[src/rtl/match_if.sv]
// Game-side signal bundle for match_ctrl: ball/paddle/button inputs and
// score/speed/status outputs. The controller uses the slave modport.
interface match_if #(
  parameter int SCORE_W = 4,
  parameter int SPEED_W = 5
);
  logic               start;
  logic               pause;
  logic               out_left;
  logic               out_right;
  logic               paddle_hit;
  logic [SPEED_W-1:0] speed;
  logic               serve_dir;
  logic               ball_reset;
  logic [SCORE_W-1:0] score_p1;
  logic [SCORE_W-1:0] score_p2;
  logic               game_over;
  logic               paused;

  modport master (
    output start, pause, out_left, out_right, paddle_hit,
    input  speed, serve_dir, ball_reset, score_p1, score_p2, game_over, paused
  );

  modport slave (
    input  start, pause, out_left, out_right, paddle_hit,
    output speed, serve_dir, ball_reset, score_p1, score_p2, game_over, paused
  );
endinterface

[src/rtl/match_ctrl.sv]
// Match sequencer for a two-player ball game: serve freeze, rally speed-up,
// scoring and pause. All outputs come straight from flops.
//
// state    | meaning
// FREEZE   | ball held; freeze counter runs down to the next serve
// PLAY     | rally live; outs score, hits speed the ball up
// PAUSED   | rally suspended; speed parked in saved_speed
module match_ctrl #(
  parameter int SCORE_W       = 4,
  parameter int WIN_SCORE     = 9,
  parameter int FREEZE_W      = 14,
  parameter int SERVE_FREEZE  = 2000,
  parameter int OVER_FREEZE   = 16383,
  parameter int SPEED_W       = 5,
  parameter int BASE_SPEED    = 11,
  parameter int MAX_SPEED     = 15,
  parameter int HITS_PER_STEP = 4
) (
  input  logic    game_clk,
  input  logic    reset,
  match_if.slave  bus
);
  localparam int HIT_W = $clog2(HITS_PER_STEP + 1);

  localparam logic [SCORE_W-1:0]  WIN_V   = SCORE_W'(WIN_SCORE);
  localparam logic [FREEZE_W-1:0] SERVE_V = FREEZE_W'(SERVE_FREEZE);
  localparam logic [FREEZE_W-1:0] OVER_V  = FREEZE_W'(OVER_FREEZE);
  localparam logic [SPEED_W-1:0]  BASE_V  = SPEED_W'(BASE_SPEED);
  localparam logic [SPEED_W-1:0]  MAX_V   = SPEED_W'(MAX_SPEED);
  localparam logic [HIT_W-1:0]    HITS_V  = HIT_W'(HITS_PER_STEP);

  typedef enum logic [1:0] {S_FREEZE, S_PLAY, S_PAUSED} state_t;

  state_t              state_q, state_d;
  logic [FREEZE_W-1:0] freeze_q, freeze_d;
  logic [SCORE_W-1:0]  score_p1_q, score_p1_d, score_p2_q, score_p2_d;
  logic [SPEED_W-1:0]  speed_q, speed_d, saved_speed_q, saved_speed_d;
  logic [HIT_W-1:0]    hit_cnt_q, hit_cnt_d;
  logic                serve_dir_q, serve_dir_d;
  logic                game_over_q, game_over_d;
  logic                paused_q, paused_d;
  logic                ball_reset_q, ball_reset_d;
  logic                pause_prev_q, pause_prev_d;

  logic               pause_rise;
  logic [SCORE_W-1:0] p1_inc, p2_inc, new_score;

  assign pause_rise = bus.pause & ~pause_prev_q;
  assign p1_inc     = (score_p1_q >= WIN_V) ? WIN_V : score_p1_q + 1'b1;
  assign p2_inc     = (score_p2_q >= WIN_V) ? WIN_V : score_p2_q + 1'b1;
  assign new_score  = bus.out_left ? p1_inc : p2_inc;

  always_comb begin
    state_d       = state_q;
    freeze_d      = freeze_q;
    score_p1_d    = score_p1_q;
    score_p2_d    = score_p2_q;
    speed_d       = speed_q;
    saved_speed_d = saved_speed_q;
    hit_cnt_d     = hit_cnt_q;
    serve_dir_d   = serve_dir_q;
    game_over_d   = game_over_q;
    paused_d      = paused_q;
    ball_reset_d  = 1'b0;
    pause_prev_d  = bus.pause;

    unique case (state_q)
      S_FREEZE: begin
        if (freeze_q == '0) begin
          state_d   = S_PLAY;
          speed_d   = BASE_V;
          hit_cnt_d = '0;
        end else begin
          freeze_d = bus.start ? FREEZE_W'(1) : freeze_q - 1'b1;
          // Centre the ball only on the real 1->0 step, so a start landing
          // on freeze==1 does not produce a second strobe.
          if (freeze_q == FREEZE_W'(1) && !bus.start) ball_reset_d = 1'b1;
          if (freeze_q == FREEZE_W'(1) && game_over_q) begin
            score_p1_d  = '0;
            score_p2_d  = '0;
            game_over_d = 1'b0;
          end
        end
      end

      S_PLAY: begin
        if (bus.out_left || bus.out_right) begin
          if (bus.out_left) begin
            score_p1_d  = p1_inc;
            serve_dir_d = 1'b0;
          end else begin
            score_p2_d  = p2_inc;
            serve_dir_d = 1'b1;
          end
          speed_d = '0;
          state_d = S_FREEZE;
          if (new_score == WIN_V) begin
            freeze_d    = OVER_V;
            game_over_d = 1'b1;
          end else begin
            freeze_d = SERVE_V;
          end
        end else if (pause_rise) begin
          saved_speed_d = speed_q;
          speed_d       = '0;
          paused_d      = 1'b1;
          state_d       = S_PAUSED;
        end else if (bus.paddle_hit) begin
          if (hit_cnt_q == HITS_V - 1'b1) begin
            hit_cnt_d = '0;
            speed_d   = (speed_q >= MAX_V) ? MAX_V : speed_q + 1'b1;
          end else begin
            hit_cnt_d = hit_cnt_q + 1'b1;
          end
        end
      end

      S_PAUSED: begin
        if (pause_rise) begin
          speed_d  = saved_speed_q;
          paused_d = 1'b0;
          state_d  = S_PLAY;
        end
      end

      default: state_d = S_FREEZE;
    endcase
  end

  always_ff @(posedge game_clk) begin
    if (reset) begin
      state_q       <= S_FREEZE;
      freeze_q      <= OVER_V;
      score_p1_q    <= '0;
      score_p2_q    <= '0;
      speed_q       <= '0;
      saved_speed_q <= '0;
      hit_cnt_q     <= '0;
      serve_dir_q   <= 1'b0;
      game_over_q   <= 1'b0;
      paused_q      <= 1'b0;
      ball_reset_q  <= 1'b1;
      pause_prev_q  <= 1'b0;
    end else begin
      state_q       <= state_d;
      freeze_q      <= freeze_d;
      score_p1_q    <= score_p1_d;
      score_p2_q    <= score_p2_d;
      speed_q       <= speed_d;
      saved_speed_q <= saved_speed_d;
      hit_cnt_q     <= hit_cnt_d;
      serve_dir_q   <= serve_dir_d;
      game_over_q   <= game_over_d;
      paused_q      <= paused_d;
      ball_reset_q  <= ball_reset_d;
      pause_prev_q  <= pause_prev_d;
    end
  end

  assign bus.speed      = speed_q;
  assign bus.serve_dir  = serve_dir_q;
  assign bus.ball_reset = ball_reset_q;
  assign bus.score_p1   = score_p1_q;
  assign bus.score_p2   = score_p2_q;
  assign bus.game_over  = game_over_q;
  assign bus.paused     = paused_q;
endmodule
[src/flat_wrapper.sv]
// flat-port wrapper written by rule: the top's interface ports become plain ports
module match_ctrl_flat 
#(
  parameter int SCORE_W       = 4,
  parameter int WIN_SCORE     = 9,
  parameter int FREEZE_W      = 14,
  parameter int SERVE_FREEZE  = 2000,
  parameter int OVER_FREEZE   = 16383,
  parameter int SPEED_W       = 5,
  parameter int BASE_SPEED    = 11,
  parameter int MAX_SPEED     = 15,
  parameter int HITS_PER_STEP = 4
)
  (game_clk, reset, bus_start, bus_pause, bus_out_left, bus_out_right, bus_paddle_hit, bus_speed, bus_serve_dir, bus_ball_reset, bus_score_p1, bus_score_p2, bus_game_over, bus_paused);
  match_if #(.SCORE_W(SCORE_W), .SPEED_W(SPEED_W)) bus_i ();
  input  logic game_clk;
  input  logic reset;
  input wire logic [$bits(bus_i.start)-1:0] bus_start;
  input wire logic [$bits(bus_i.pause)-1:0] bus_pause;
  input wire logic [$bits(bus_i.out_left)-1:0] bus_out_left;
  input wire logic [$bits(bus_i.out_right)-1:0] bus_out_right;
  input wire logic [$bits(bus_i.paddle_hit)-1:0] bus_paddle_hit;
  output wire logic [$bits(bus_i.speed)-1:0] bus_speed;
  output wire logic [$bits(bus_i.serve_dir)-1:0] bus_serve_dir;
  output wire logic [$bits(bus_i.ball_reset)-1:0] bus_ball_reset;
  output wire logic [$bits(bus_i.score_p1)-1:0] bus_score_p1;
  output wire logic [$bits(bus_i.score_p2)-1:0] bus_score_p2;
  output wire logic [$bits(bus_i.game_over)-1:0] bus_game_over;
  output wire logic [$bits(bus_i.paused)-1:0] bus_paused;
  assign bus_i.start = bus_start;
  assign bus_i.pause = bus_pause;
  assign bus_i.out_left = bus_out_left;
  assign bus_i.out_right = bus_out_right;
  assign bus_i.paddle_hit = bus_paddle_hit;
  assign bus_speed = bus_i.speed;
  assign bus_serve_dir = bus_i.serve_dir;
  assign bus_ball_reset = bus_i.ball_reset;
  assign bus_score_p1 = bus_i.score_p1;
  assign bus_score_p2 = bus_i.score_p2;
  assign bus_game_over = bus_i.game_over;
  assign bus_paused = bus_i.paused;
  match_ctrl #(.SCORE_W(SCORE_W), .WIN_SCORE(WIN_SCORE), .FREEZE_W(FREEZE_W), .SERVE_FREEZE(SERVE_FREEZE), .OVER_FREEZE(OVER_FREEZE), .SPEED_W(SPEED_W), .BASE_SPEED(BASE_SPEED), .MAX_SPEED(MAX_SPEED), .HITS_PER_STEP(HITS_PER_STEP)) u_core (.game_clk(game_clk), .reset(reset), .bus(bus_i));
endmodule
[config.mk]
export PLATFORM = sky130hd
export DESIGN_NAME = match_ctrl_flat
export DESIGN_NICKNAME = d
export VERILOG_FILES = /design/src/rtl/match_if.sv /design/src/rtl/match_ctrl.sv /design/src/flat_wrapper.sv
export SDC_FILE = /design/constraint.sdc
export NUM_CORES = 1
export LEC_CHECK = 0
export ABC_AREA = 0
export CAP_MARGIN = 20
export CELL_PAD_IN_SITES_DETAIL_PLACEMENT = 2
export CELL_PAD_IN_SITES_GLOBAL_PLACEMENT = 2
export CORE_ASPECT_RATIO = 0.6
export CORE_MARGIN = 1.5
export CORE_UTILIZATION = 34
export CTS_CLUSTER_SIZE = 16
export DETAILED_ROUTE_END_ITERATION = 8
export PLACE_DENSITY = 0.75
export REMOVE_ABC_BUFFERS = 1
export SLEW_MARGIN = 20
export SYNTH_ARGS = -nofsm -noshare
export SYNTH_HDL_FRONTEND = slang
export SYNTH_SLANG_ARGS = --single-unit
[constraint.sdc]
create_clock -name game_clk -period 3.1 [get_ports game_clk]
set_clock_uncertainty 0.1 [all_clocks]
set_input_delay 0.31 -clock game_clk [delete_from_list [all_inputs] [get_ports game_clk]]
set_output_delay 0.31 -clock game_clk [all_outputs]
set_load 0.005 [all_outputs]
==> key figures, run 1 <==
Floorplan
  • Die H: 69.8 microns
  • # IOs: 24
  • Chip width: 114 microns
  • Core Area: between 0.007 and 0.008 sq mm
  • Initial cell density of the core: a little over a third
  • DIE AREA: 0.00798 sq mm
  • Rows: 24

Synthesis
  • Cell variety after synth: 60
  • Syn Area/Cell: about 8.3 sq um
  • Post-synth EDFFs: 0
  • Post-Syn Instances: between 300 and 400
  • Sequential share of the synthesized area: between 30% and 40%
  • Ys Warns: 0
  • Async SR Flop Fraction: 0%
  • Cell area after technology mapping: about 0.0025 sq mm
  • Synth Flop Type: dfxtp_1
  • Seq cells post-synth: 42

Cells and area
  • Nets: 354
  • # diodes: 0
  • Syn-to-layout area delta: 20.5%
  • Post-route cell area: just over 0.003 sq mm
  • Highest-count cells in the layout ignoring fill and taps: 42 x dfxtp_1, 31 x nor2_1, 23 x clkdlybuf4s50_1, 22 x a21oi_1, 20 x nand2_1
  • Commonest non-fill, non-tap cell in the layout: dfxtp_1
  • Fraction of layout cells with a size suffix above 1: 8.46%

Setup path
  • Largest fanout on the critical path: 6
  • CP bufs+invs: 1
  • Delay-heaviest family, CP: simple AND/OR/NAND/NOR gates
  • Critical path type: flop to flop
  • Startpoint types: flop
  • Crit path required time: around 3200 ps
  • CP max stage delay: just over 600 ps
  • Setup crit end kind: flop
  • Worst path slowest cell: or4b_2
  • CP Data Arrival Time: approximately 2700 ps
  • Worst R2R Setup Slack: 450 ps
  • Crit-path cells: inv_1 > ha_1 > or4b_2 > nor4_2 > nand2b_1 > a21oi_1 > a211o_1

Drt
  • DR WL/cell: approximately 19 microns
  • 1st-pass router iterations: 4
  • Post-DRT Antenna Nets: 0
  • Via-per-instance ratio: between 5 and 6
  • Iter 0 DRT Violations: 63
  • Routed vias: 2,470
  • Residual DRC: 0
  • Total wire length: between 8 and 9 mm

STA
  • # setup viols final: 0
  • Final min period: 2650 ps
  • Final hold vios: 0
  • Unrepaired setup endpoints after global routing: no
  • Slew @ Worst Pin: roughly 630 ps
  • Slew headroom: 57.8%
  • Max Slew Vio Count: 0
  • Max Freq: 377 MHz
  • Fin crit share: a little under nine tenths
  • Setup_tns: 0 ps

CTS
  • Quantity of gates resized following cts: 0
  • Bufs on Longest Clock Path: 2
  • Post-CTS Setup Bufs: 0
  • Clk slew on worst S/H paths: 60 ps
  • Clock buffer count from CTS: 5
  • CTS H-tree lvls: 2
  • Hold Buf Count CTS: 0
  • Clk sinks: 42
  • Skew-Pair Late Insertion Delay: between 200 and 300 ps
  • CTS Root Buffer Type: clkbuf_16
  • CTS tree: built

Global route
  • First-pass GRT wire length: 14.2 mm
  • Initial antenna violation count: 0
  • Vias in the first global route: between 2,000 and 3,000
  • Global route overflow: 0
  • All-layer global routing usage: a little under a quarter
  • Largest net degree at the start of global routing: 31

Power and ir drop
  • Power density cells: a little under 400 mW/mm^2
  • Pint: 0.903 mW
  • Comb pwr share: roughly 6.2%
  • Clock network fraction of design power: ~45%
  • Part of the power in registers: between 40 and 50%
  • Psw: 0.283 mW
  • VDD IR max: 0.145 mV
  • Leakage power: 1.13 nW
  • Net Sw Frac: between 20% and 30%

Placement
  • Port bufs: 23
  • Post-DP Area: 0.00290 sq mm
  • Placed wire-length estimate: 6.21 mm
  • Routability Congestion: between 0.7 and 0.8

Run
  • Max-Cap Viols: 0

Status
  • Status: completed

Min path
  • Min-Delay Path Class: flop to flop
-- routing by layer --
metal	vias up	track usage, %	part of all wire, %
met1	1246	33.1	52
met4	0	3.06	0.27
met5	-	0	0
met2	29	35.7	45
met3	2	4.11	3.2
li1	1193	-	-
-- cells by family (layout without fill, tap and decap cells) --
logic type | after synthesis | count (layout) | synth area share (%)
xor gates and xnor gates | 2 | 2 | 0.693
muxes | 7 | 7 | 2.77
AOI/OAI and AO/OA | 95 | 95 | 25.9
buffers and inverters | 29 | 56 | 4.50
and+or+nand+nor | 112 | 112 | 24.5
adders and majority gates | 17 | 17 | 8.41
DFF | 42 | 42 | 33.3
-- flip-flops by register name, summed over array words and instances, names as in the netlist --
| signal | cells |
|---|---|
| u_core.bus.game_over | 1 |
| u_core.bus.speed | 5 |
| u_core.freeze_q | 14 |
| u_core.bus.score_p1 | 4 |
| u_core.hit_cnt_q | 3 |
| u_core.bus.paused | 1 |
| u_core.pause_prev_q | 1 |
| u_core.bus.score_p2 | 4 |
| u_core.bus.ball_reset | 1 |
| u_core.saved_speed_q | 5 |
| u_core.bus.serve_dir | 1 |
| u_core.state_q | 2 |
-- power by group through the flow --
stage / clock, mW / sequential [mW] / combinational, mW
floorplan: 0 / 0.582 / 0.0354
global placement: 0 / 0.587 / 0.0703
detailed placement: 0 / 0.589 / 0.0734
CTS: 0.554 / 0.577 / 0.0737
global route: 0.571 / 0.580 / 0.0829
finish: 0.535 / 0.577 / 0.0733
-- synthesized netlist by cell type, drive strengths merged (9+ instances only) --
library cell | n | share of area, %
nand3 | 12 | 2.6
nor3 | 10 | 2.2
o21ai | 17 | 3.4
a21oi | 23 | 4.7
o211ai | 9 | 2.7
clkbuf | 9 | 1.3
inv | 16 | 2.4
nand2 | 20 | 3.0
nor2 | 31 | 4.6
ha | 17 | 8.4
a31oi | 12 | 3.0
dfxtp | 42 | 33
-- worst paths after layout --
kind / from / endpoint / cells after the start
hold reg to reg: u_core.saved_speed_q[1] / u_core.saved_speed_q[1] / 2
setup / recovery: u_core.freeze_q[0] / u_core.bus.score_p2[2] / 7
setup reg to reg: u_core.freeze_q[0] / u_core.bus.score_p2[2] / 7
hold / removal: u_core.saved_speed_q[1] / u_core.saved_speed_q[1] / 2
-- cell type report --
cell class,instances,area [sq um]
tap,104,130
timing repair buffer,31,290
fill,817,4190
clock inverter,1,5.00
clock buffer,7,143
multi-input combinational,233,1570
inverter,17,63.8
sequential,42,841
-- through the flow --
step,util (%),instances,total power [mW],worst slack (ps),hold WS [ps]
after floorplan,-,292,0.617,799,272
after global placement,40.1,427,0.657,645,367
after detailed placement,40.1,427,0.662,488,395
after CTS,42.1,435,1.20,456,412
after global routing,42.1,435,1.23,281,425
final,42.1,435,1.19,446,406
-- tightest hold or removal path: cells and delay by family (launching register included) --
kind             cells  cell delay, ps
flip-flops           1             330
multiplexers         1              70
AND/OR/NAND/NOR      1              70
No activity file was read; power rests on OpenSTA's default activity.
==> inputs of run 2 (changes only) <==
- CORE_MARGIN: 1.5 -> 8
- MAX_ROUTING_LAYER: default -> met4
==> run 2 against run 1 <==
Utilization up 0.31 points. Non-clock buffer count up 1. Sequential power about the same. Critical path type unchanged.
==> key figures, run 2 (same netlist as run 1, synthesis figures left out) <==
Status
  • Status: completed (unchanged)

Cells and area
  • Top reg by flops: u_core.freeze_q (unchanged)
  • Post-route cell area: 0.00307 sq mm (was 0.00305 sq mm)
  • Syn-to-layout area delta: 21.4% (was 20.5%)
  • Multi-input gate area in the final layout: 0.00157 sq mm (unchanged)
  • FF/Latch Area: 841 sq um (unchanged)
  • Highest-count cells in the layout ignoring fill and taps: 42 x dfxtp_1, 31 x nor2_1, 23 x clkdlybuf4s50_1, 22 x a21oi_1, 20 x nand2_1 (unchanged)
  • Max reg flops: 14 (unchanged)
  • Fillers: 829 (was 817)
  • # diodes: 0 (unchanged)
  • Commonest non-fill, non-tap cell in the layout: dfxtp_1 (unchanged)
  • Fraction of layout cells with a size suffix above 1: 8.43% (was 8.46%)
  • Non-Filler Instances: 436 (was 435)
  • Nets: 355 (was 354)

CTS
  • Hold Buf Count CTS: 0 (unchanged)
  • Post-CTS Setup Bufs: 0 (unchanged)
  • Bufs on Longest Clock Path: 2 (unchanged)
  • Clk sinks: 42 (unchanged)
  • Clk slew on worst S/H paths: 60 ps (about the same)
  • Quantity of gates resized following cts: 0 (unchanged)
  • CTS Root Buffer Type: clkbuf_16 (unchanged)
  • Skew-Pair Late Insertion Delay: 290 ps (was 280 ps)
  • CTS H-tree lvls: 2 (unchanged)
  • Clock buffer count from CTS: 5 (unchanged)
  • CTS tree: built (unchanged)

Global route
  • All-layer global routing usage: 16.9% (was 22.7%)
  • Global route overflow: 0 (unchanged)
  • Initial antenna violation count: 0 (unchanged)
  • Largest net degree at the start of global routing: 31 (unchanged)
  • First-pass GRT wire length: 14.1 mm (was 14.2 mm)
  • Vias in the first global route: 2,624 (was 2,660)

Floorplan
  • Initial cell density of the core: 34.9% (unchanged)
  • # IOs: 24 (unchanged)
  • DIE AREA: 0.0105 sq mm (was 0.00798 sq mm)
  • Die H: 82.8 microns (was 69.8 microns)
  • Rows: 24 (unchanged)
  • Core Area: 0.00724 sq mm (unchanged)
  • Chip width: 127 microns (was 114 microns)

STA
  • Final min period: 2610 ps (was 2650 ps)
  • Unrepaired setup endpoints after global routing: no (unchanged)
  • Fin crit share: 84.3% (was 85.6%)
  • Setup ws final: 486 ps (was 446 ps)
  • Setup_tns: 0 ps (unchanged)
  • # setup viols final: 0 (unchanged)
  • Max Slew Vio Count: 0 (unchanged)
  • Slew @ Worst Pin: 637 ps (was 629 ps)
  • Max Freq: 383 MHz (was 377 MHz)
  • Final hold vios: 0 (unchanged)
  • Slew headroom: 57.3% (was 57.8%)

Drt
  • Routed vias: 2,484 (was 2,470)
  • Total wire length: 8.36 mm (was 8.46 mm)
  • DR WL/cell: 19.2 microns (was 19.4 microns)
  • Iter 0 DRT Violations: 153 (was 63)
  • Via-per-instance ratio: 5.70 (was 5.68)
  • Residual DRC: 0 (unchanged)
  • Post-DRT Antenna Nets: 0 (unchanged)
  • 1st-pass router iterations: 4 (unchanged)

Setup path
  • Worst R2R Setup Slack: 490 ps (was 450 ps)
  • CP Data Arrival Time: 2690 ps (was 2730 ps)
  • Setup crit end kind: flop (unchanged)
  • Largest fanout on the critical path: 6 (unchanged)
  • Critical path type: flop to flop (unchanged)
  • Critical Path Start: u_core.freeze_q[0] (unchanged)
  • Crit path required time: 3180 ps (was 3170 ps)
  • R2r startpoint: u_core.freeze_q[0] (unchanged)
  • Startpoint types: flop (unchanged)

Placement
  • Routability Congestion: 0.773 (was 0.760)
  • Port bufs: 23 (unchanged)
  • Placed wire-length estimate: 6.02 mm (was 6.21 mm)
  • Post-Place Cells: 428 (was 427)
  • Post-DP Area: 0.00291 sq mm (was 0.00290 sq mm)
  • Pre-CTS setup slack: 550 ps (was 488 ps)

Power and ir drop
  • Total Power: 1.25 mW (was 1.19 mW)
  • Clock network fraction of design power: 48.0% (was 45.1%)
  • Net Sw Frac: 22.9% (was 23.9%)
  • Pint: 0.965 mW (was 0.903 mW)
  • Part of the power in registers: 46.0% (was 48.7%)
  • VDD IR max: 0.185 mV (was 0.145 mV)
  • Power density cells: 408 mW/mm^2 (was 389 mW/mm^2)
  • Psw: 0.287 mW (was 0.283 mW)
  • Comb pwr share: 6.0% (was 6.2%)
  • Leakage power: 1.14 nW (was 1.13 nW)

Min path
  • Min-Delay Path Class: flop to flop (unchanged)
  • Hold_sp: u_core.hit_cnt_q[1] (was u_core.saved_speed_q[1])

Run
  • Max-Cap Viols: 0 (unchanged)
-- run 2: area by class of cell --
| type | count | area share [%] |
|---|---|---|
| repair buffers | 32 | 9.70 |
| clock buffers | 7 | 4.32 |
| well taps | 104 | 4.24 |
| multi-input cells | 233 | 51.3 |
| flip-flops and latches | 42 | 27.4 |
| inverters | 17 | 2.08 |
| clock inverters | 1 | 0.978 |
-- run 2: final timing paths --
path                             to  depth (start not counted)
max          u_core.bus.score_p2[2]                          7
min             u_core.hit_cnt_q[1]                          2
max reg2reg  u_core.bus.score_p2[2]                          7
min reg2reg     u_core.hit_cnt_q[1]                          2
-- run 2: worst max-delay path, cell delays in order (launching register included) --
cell and delay, ps:
dfxtp_1 420, inv_1 100, ha_1 220, or4b_2 620, nor4_2 330, nand2b_1 280, a21oi_1 130, a211o_1 300
-- run 2: through the flow --
stage	hold slack [ps]	util, %
2_1_floorplan	272	-
4_1_cts	388	42.4
3_3_place_gp	367	40.2
3_5_place_dp	377	40.2
5_1_grt	422	42.4
6_report	381	42.4
-- run 2: per-layer routing --
metal  routed length, microns  track usage (%)
met1                     4290             23.1
met2                     3640             24.7
met3                      356             3.70
met4                       76             4.30
met5                        0                -
-- run 2: power groups by stage --
stage	clock network [mW]	logic (mW)	registers, mW
after floorplan	0	0.0354	0.582
after global placement	0	0.0719	0.587
after detailed placement	0	0.0751	0.588
after CTS	0.618	0.0758	0.576
after global routing	0.638	0.0846	0.579
final	0.601	0.0747	0.576
==> inputs of run 3 (changes only) <==
- CORE_UTILIZATION: 34 -> 31
- PLACE_DENSITY: 0.75 -> 0.72
- clock period: 3.1 -> 2.24 ns (I/O delays scaled with it)
==> run 3 against run 2 <==
Count of clock-buffer cells in the layout did not move. Flip-flop and latch count unchanged. Sequential power rose by 39%. Maximum frequency up 20%. Setup slack got worse by 430 ps. Final cell count rose by 8.0%. Critical endpoint unchanged. Design area up 12%.
==> key figures, run 3 (same netlist as run 1, synthesis figures left out) <==
STA
  • Slew headroom: 66.1% (was 57.3%)
  • Max Slew Vio Count: 0 (unchanged)
  • Fin crit share: 97.5% (was 84.3%)
  • # setup viols final: 0 (unchanged)
  • Final hold vios: 0 (unchanged)
  • Unrepaired setup endpoints after global routing: yes (was no)
  • Setup ws final: 55.1 ps (was 486 ps)
  • Max Freq: 458 MHz (was 383 MHz)
  • Setup_tns: 0 ps (unchanged)
  • Final min period: 2180 ps (was 2610 ps)
  • Slew @ Worst Pin: 507 ps (was 637 ps)

CTS
  • Clk slew on worst S/H paths: 60 ps (about the same)
  • Skew-Pair Late Insertion Delay: 300 ps (was 290 ps)
  • Clk sinks: 42 (unchanged)
  • Hold Buf Count CTS: 0 (unchanged)
  • CTS Root Buffer Type: clkbuf_16 (unchanged)
  • Clock buffer count from CTS: 5 (unchanged)
  • CTS tree: built (unchanged)
  • CTS H-tree lvls: 2 (unchanged)
  • Bufs on Longest Clock Path: 2 (unchanged)

Setup path
  • Critical path type: flop to flop (unchanged)
  • Largest fanout on the critical path: 4 (was 6)
  • Crit path required time: 2330 ps (was 3180 ps)
  • Crit-path cells: or4_1 > nor4_4 > nand2b_4 > a21oi_1 > a211o_1 (was inv_1 > ha_1 > or4b_2 > nor4_2 > nand2b_1 > a21oi_1 > a211o_1)
  • CP Data Arrival Time: 2270 ps (was 2690 ps)
  • Worst path slowest cell: or4_1 (was or4b_2)
  • Setup crit end kind: flop (unchanged)
  • R2r startpoint: u_core.freeze_q[7] (was u_core.freeze_q[0])
  • Critical Path Start: u_core.freeze_q[7] (was u_core.freeze_q[0])
  • CP max stage delay: 660 ps (was 620 ps)
  • Startpoint types: flop (unchanged)

Floorplan
  • Die H: 86.0 microns (was 82.8 microns)
  • # IOs: 24 (unchanged)
  • Core Area: 0.00788 sq mm (was 0.00724 sq mm)
  • Initial cell density of the core: 32.1% (was 34.9%)
  • Rows: 25 (was 24)
  • Chip width: 133 microns (was 127 microns)
  • DIE AREA: 0.0114 sq mm (was 0.0105 sq mm)

Drt
  • Total wire length: 10.1 mm (was 8.36 mm)
  • Routed vias: 2,601 (was 2,484)
  • 1st-pass router iterations: 5 (was 4)
  • DR WL/cell: 21.5 microns (was 19.2 microns)
  • Post-DRT Antenna Nets: 0 (unchanged)
  • Residual DRC: 0 (unchanged)
  • Iter 0 DRT Violations: 106 (was 153)
  • Via-per-instance ratio: 5.52 (was 5.70)

Global route
  • Vias in the first global route: 2,940 (was 2,624)
  • All-layer global routing usage: 18.6% (was 16.9%)
  • First-pass GRT wire length: 16.3 mm (was 14.1 mm)
  • Largest net degree at the start of global routing: 27 (was 31)
  • Initial antenna violation count: 0 (unchanged)
  • Global route overflow: 0 (unchanged)

Cells and area
  • Max reg flops: 14 (unchanged)
  • # diodes: 0 (unchanged)
  • Post-route cell area: 0.00343 sq mm (was 0.00307 sq mm)
  • Fillers: 892 (was 829)
  • Nets: 386 (was 355)
  • Highest-count cells in the layout ignoring fill and taps: 38 x buf_4, 37 x dfxtp_1, 29 x nor2_1, 23 x clkdlybuf4s50_1, 22 x a21oi_1 (was 42 x dfxtp_1, 31 x nor2_1, 23 x clkdlybuf4s50_1, 22 x a21oi_1, 20 x nand2_1)
  • Commonest non-fill, non-tap cell in the layout: buf_4 (was dfxtp_1)
  • Non-Filler Instances: 471 (was 436)
  • Top reg by flops: u_core.freeze_q (unchanged)
  • Syn-to-layout area delta: 35.7% (was 21.4%)
  • Fraction of layout cells with a size suffix above 1: 22.3% (was 8.43%)

Placement
  • Pre-CTS setup slack: -207 ps (was 550 ps)
  • Routability Congestion: 0.830 (was 0.773)
  • Post-DP Area: 0.00315 sq mm (was 0.00291 sq mm)
  • Post-Place Cells: 462 (was 428)
  • Placed wire-length estimate: 7.40 mm (was 6.02 mm)
  • Port bufs: 23 (unchanged)

Power and ir drop
  • Leakage power: 1.32 nW (was 1.14 nW)
  • Total Power: 1.81 mW (was 1.25 mW)
  • Power density cells: 527 mW/mm^2 (was 408 mW/mm^2)
  • VDD IR max: 0.272 mV (was 0.185 mV)

Min path
  • Hold_sp: u_core.hit_cnt_q[1] (unchanged)
  • Min-Delay Path Class: flop to flop (unchanged)

Run
  • Max-Cap Viols: 0 (unchanged)

Status
  • Status: completed (unchanged)
-- run 3: cell types whose count changed in the layout (fill, tap and decap cells not counted), sizes merged --
cell / change
buf: +31
-- run 3: critical path, delay by kind of cell, from the launching register on --
family,cells,cell delay [ps]
compound gates,2,390
flops,1,350
simple gates,3,1230
-- run 3: per-stage QoR --
stage | utilization [%] | hold slack (ps)
2_1_floorplan | - | 186
3_3_place_gp | 40.0 | 368
3_5_place_dp | 40.0 | 409
4_1_cts | 42.8 | 420
5_1_grt | 43.5 | 444
6_report | 43.5 | 409
-- run 3: final timing paths --
kind / end / slack [ps] / depth (start not counted)
worst min register to register: u_core.hit_cnt_q[1] / 410 / 2
worst min-delay path: u_core.hit_cnt_q[1] / 410 / 2
worst max register to register: u_core.bus.score_p2[2] / 60 / 5
worst max-delay path: u_core.bus.score_p2[2] / 60 / 5
-- run 3: area by class of cell --
cell class | instances | area [sq um] | area share, %
Multi-Input combinational cell | 233 | 1670 | 48.8
Sequential cell | 42 | 847 | 24.7
Timing Repair Buffer | 63 | 547 | 15.9
Tap cell | 108 | 135 | 3.94
Clock buffer | 7 | 133 | 3.87
Inverter | 17 | 66.3 | 1.93
Clock inverter | 1 | 30.0 | 0.875
-- run 3: per-layer routing --
layer  up-vias  share of wire [%]  track usage [%]
met5         -                  0                -
met4         0                2.0             6.76
met3        18                2.0             3.33
met2        33                 46             29.2
met1      1298                 50             23.5
li1       1252                  -                -
-- run 3: repair_timing --
action | CTS | global route
resized for setup | 13 | 20
setup buffers | 1 | 0
endpoints found under the setup margin | 14 | 16
cloned | 0 | 0
pin swaps | 4 | 6
-- run 3: report_power, final --
part	switching (mW)	internal, mW	leakage [nW]	total (mW)
Sequential	0.0298	0.768	0.343	0.798
Clock	0.333	0.528	0.0781	0.862
Combinational	0.0823	0.0655	0.900	0.148
Total	0.446	1.36	1.32	1.81
==> RTL edit 1: new RTL, config.mk and constraints of run 1 <==
Make the reset (`reset`) asynchronous in one clocked block.
--- a/src/rtl/match_ctrl.sv
+++ b/src/rtl/match_ctrl.sv
@@ -127,7 +127,7 @@
     endcase
   end
 
-  always_ff @(posedge game_clk) begin
+  always_ff @(posedge game_clk or posedge reset) begin
     if (reset) begin
       state_q       <= S_FREEZE;
       freeze_q      <= OVER_V;
Function: differs if reset is asserted again (counterexample within 4 cycles, from zero or initial values and one cycle with reset high); with reset held inactive, the same outputs for 10 cycles.
==> RTL edit 1 against run 1 <==
- sequential cell count unchanged
- critical path depth stayed put
- sequential share of layout area rose by 4.8 points
- setup slack improved by 0.018 ns
- first-iteration DRC count is 70% higher
- routed wire length grew 2.2%
- cell area increased by 8.5%
- worst hold slack worse by 0.084 ns
- area after synthesis rose by 11%
- non-clock buffer count shrank 3
- count of clock-buffer cells in the layout shrank 1
- via count is 1.1% lower
Power is not compared: it rests on default switching activity, and its combinational part moved more than twofold at a synthesized area within 25%.
==> RTL edit 1: results (changes against run 1) <==
| Metric | Value |
|---|---|
| Most used flip-flop cell after synthesis | dfrtp_1 |
| Synth cell types | 72 (+20%) |
| GP Congestion | 0.806 (+6.0%) |
| Clk_buf instances | 6 (-1) |
| Repair and plain buffers | 28 (-9.7%) |
| Via count | 2444 (-1.1%) |
| Fraction of area in multi-input gates | 48.6% (-3.1 points) |
| Synth cell count leaders | 27 x dfrtp_1, 22 x a21oi_1, 22 x nand2_1 |
| First-pass GRT wire length | 14400 µm (+1.4%) |
| Worst Tran Pin Value | 0.797 ns (+0.168 ns) |
| Hold Path Class | in2async |
| Top post-synthesis cells by area | dfrtp_1 24%, dfstp_2 14%, ha_1 7.6% |
| Reg2Reg Setup Slack | 0.46 ns (+0.02 ns) |
| Final hold slack | 0.322 ns (-0.0837 ns) |
| Fillers | 883 (+8.1%) |
| Largest net degree at the start of global routing | 26 (-16%) |
| Clock-cell share | 4.58% (-0.26 points) |
| Register area share after synthesis | 38.2% (+4.9 points) |
| DP HPWL | 6450 µm (+3.9%) |
| Fraction of area in registers | 32.4% (+4.8 points) |
| Synth Area in Compound Gates | 24.3% (-1.5 points) |
| DR iter-0 viols | 107 (+70%) |
| R2R Path Start | u_core.state_q[1] |
| Synth Area per Inst | 9.53 µm² (+15%) |
| WL/cell | 20.1 µm (+3.7%) |
| Synth Area in Adders | 7.59% (-0.82 points) |
| Total Nets Final | 344 (-2.8%) |
| Xor/xnor share of the synthesized area | 0.313% (-0.38 points) |
| Total GRT Usage | 21.3% (-1.5 points) |
| Comb_multi_in | 223 (-4.3%) |
| Fin cells | 429 (-1.4%) |
| Inverters, non-clock | 20 (+3) |
| Vias in the first global route | 2565 (-3.6%) |
| Reg2reg end | u_core.freeze_q[3] |
| Critical Path Max Stage Delay | 0.51 ns (-0.11 ns) |
| Worst Path Arrival | 2.72 ns (about the same) |
| Async SR Flop Fraction | 100% (+100 points) |
| Status | complete, no violations |
| Non-clock buffer share | 8.10% (-1.4 points) |
| Pre-CTS WS | 0.454 ns (-0.0342 ns) |
| Critical path's slowest cell | nor3b_2 |
| DP Area | 0.00315 mm² (+8.8%) |
| Placed Cells | 421 (-1.4%) |
==> RTL edit 1: where the power goes <==
group / internal, W / switching (W)
Sequential: 0.000770 / 0.000234
Combinational: 0.000724 / 0.000980
Clock: 0.000319 / 0.000231
Total: 0.00181 / 0.00145
==> RTL edit 1: routing by layer <==
layer	global-route usage, %	wire [µm]	vias up
li1	-	-	1157
met1	33.6	4790	1256
met2	30.2	3620	24
met3	3.80	177	7
met4	3.53	56	0
met5	0	0	-
==> RTL edit 1: worst max-delay path by stage <==
stage | startpoint | end | slack [ns] | cells after the start
6_report | u_core.state_q[1] | u_core.freeze_q[3] | 0.46 | 7
5_1_grt | u_core.state_q[1] | u_core.freeze_q[13] | 0.24 | 7
4_1_cts | u_core.state_q[1] | u_core.freeze_q[3] | 0.41 | 7
3_5_place_dp | u_core.state_q[1] | u_core.freeze_q[3] | 0.45 | 7
3_3_place_gp | u_core.state_q[1] | u_core.bus.speed[1] | 0.59 | 7
2_1_floorplan | u_core.state_q[1] | u_core.bus.speed[0] | 0.68 | 7
==> RTL edit 2: new RTL, config.mk and constraints of run 1 <==
Made on the original files. `SCORE_W` is set to 4 in 3 places; all go to 6.
--- a/src/rtl/match_if.sv
+++ b/src/rtl/match_if.sv
@@ -1,7 +1,7 @@
 // Game-side signal bundle for match_ctrl: ball/paddle/button inputs and
 // score/speed/status outputs. The controller uses the slave modport.
 interface match_if #(
-  parameter int SCORE_W = 4,
+  parameter int SCORE_W = 6,
   parameter int SPEED_W = 5
 );
   logic               start;
--- a/src/rtl/match_ctrl.sv
+++ b/src/rtl/match_ctrl.sv
@@ -6,7 +6,7 @@
 // PLAY     | rally live; outs score, hits speed the ball up
 // PAUSED   | rally suspended; speed parked in saved_speed
 module match_ctrl #(
-  parameter int SCORE_W       = 4,
+  parameter int SCORE_W       = 6,
   parameter int WIN_SCORE     = 9,
   parameter int FREEZE_W      = 14,
   parameter int SERVE_FREEZE  = 2000,
--- a/src/flat_wrapper.sv
+++ b/src/flat_wrapper.sv
@@ -1,7 +1,7 @@
 // flat-port wrapper written by rule: the top's interface ports become plain ports
 module match_ctrl_flat 
 #(
-  parameter int SCORE_W       = 4,
+  parameter int SCORE_W       = 6,
   parameter int WIN_SCORE     = 9,
   parameter int FREEZE_W      = 14,
   parameter int SERVE_FREEZE  = 2000,
Interface: changed (resized bus_score_p1 and bus_score_p2); port bits go from 24 to 28. The function was not compared with the original's and may differ.
==> RTL edit 2 against run 1 <==
- cell area up 6.0%
- synthesized cell count is 5.9% higher
- setup slack got worse by 0.24 ns
- first-iteration DRC count increased by 120%
- sequential cell count grew 4
- area after synthesis is 5.0% higher
- routed wire length up 3.2%
Power is not compared: it rests on default switching activity, and its combinational part moved more than twofold at a synthesized area within 25%.
==> RTL edit 2: results (changes against run 1) <==
| Metric | Value |
|---|---|
| Largest net degree at the start of global routing | 37 (+19%) |
| Met2 Use GR | 33.2% (-2.5 points) |
| Comb_multi_in | 242 (+3.9%) |
| Synth cell types | 57 (-5.0%) |
| Share of cells above drive strength 1 | 8.86% (+0.40 points) |
| Reg2Reg Setup Slack | 0.20 ns (-0.24 ns) |
| Critical Path Max Stage Delay | 0.57 ns (-0.05 ns) |
| DR iter-0 viols | 141 (+120%) |
| Reg2reg end | u_core.bus.speed[4] |
| DP HPWL | 6320 µm (+1.8%) |
| First-pass GRT wire length | 14600 µm (+2.4%) |
| Max Root-Sink Buffers | 2 (unchanged) |
| Final wirelength | 8720 µm (+3.2%) |
| Status | complete, no violations |
| Portion of netlist area occupied by mux cells | 1.56% (-1.2 points) |
| Total Nets Final | 373 (+5.4%) |
| DR WL met2 | 3690 µm (-2.8%) |
| Top post-synthesis cells by area | dfxtp_1 35%, ha_1 7.5%, o21ai_0 5.3% |
| Non-clock buffer share | 10.7% (+1.2 points) |
| Xor/xnor share of the synthesized area | 0.660% (-0.033 points) |
| Port buffer count | 27 (+17%) |
| Met1 usage | 35.0% (+2.0 points) |
| Clock-cell share | 5.23% (+0.39 points) |
| Total GRT Usage | 22.8% (+0.065 points) |
| Synth Area in Adders | 7.54% (-0.87 points) |
| Worst Tran Pin Value | 0.692 ns (+0.0631 ns) |
| Clk_buf instances | 6 (-1) |
| Register Area | 921 µm² (+9.5%) |
| Final hold slack | 0.391 ns (-0.0147 ns) |
| Met3 wire length | 256 µm (-4.1%) |
| Critical path's slowest cell | or3b_2 |
| Hold Path Sink | u_core.hit_cnt_q[1] |
| Hold Crit Start | u_core.hit_cnt_q[1] |
| Fillers | 842 (+3.1%) |
| Fraction of area in multi-input gates | 49.4% (-2.2 points) |
| Repair and plain buffers | 37 (+19%) |
| Inverters, non-clock | 18 (+1) |
| Via count | 2558 (+3.6%) |
| Register area share after synthesis | 34.7% (+1.4 points) |
| Metal-1 WL | 4720 µm (+8.2%) |
| FF+latch count, synth | 46 (+9.5%) |
| Crit path max fanout | 9 (+3) |
-- RTL edit 2: metrics by stage --
step           power (W)  std cells  cell area [µm²]  worst slack, ns
4_1_cts          0.00154        454             3230            0.194
3_5_place_dp    0.000904        447             3060            0.241
5_1_grt          0.00160        454             3230          0.00140
3_3_place_gp    0.000896        447             3060            0.437
2_1_floorplan   0.000798        306             2580            0.523
6_report         0.00153        454             3230            0.205
-- RTL edit 2: how the worst max path moves through the flow --
stage                     slack [ns]  cells after the start               start                   to
after floorplan                 0.52                      7   u_core.state_q[0]  u_core.freeze_q[12]
after global placement          0.44                      7  u_core.freeze_q[0]  u_core.bus.speed[4]
after detailed placement        0.24                      7  u_core.freeze_q[0]  u_core.bus.speed[4]
after CTS                       0.19                      7  u_core.freeze_q[0]  u_core.hit_cnt_q[2]
after global routing           0.001                      7  u_core.freeze_q[0]  u_core.bus.speed[4]
final                           0.20                      7  u_core.freeze_q[0]  u_core.bus.speed[4]
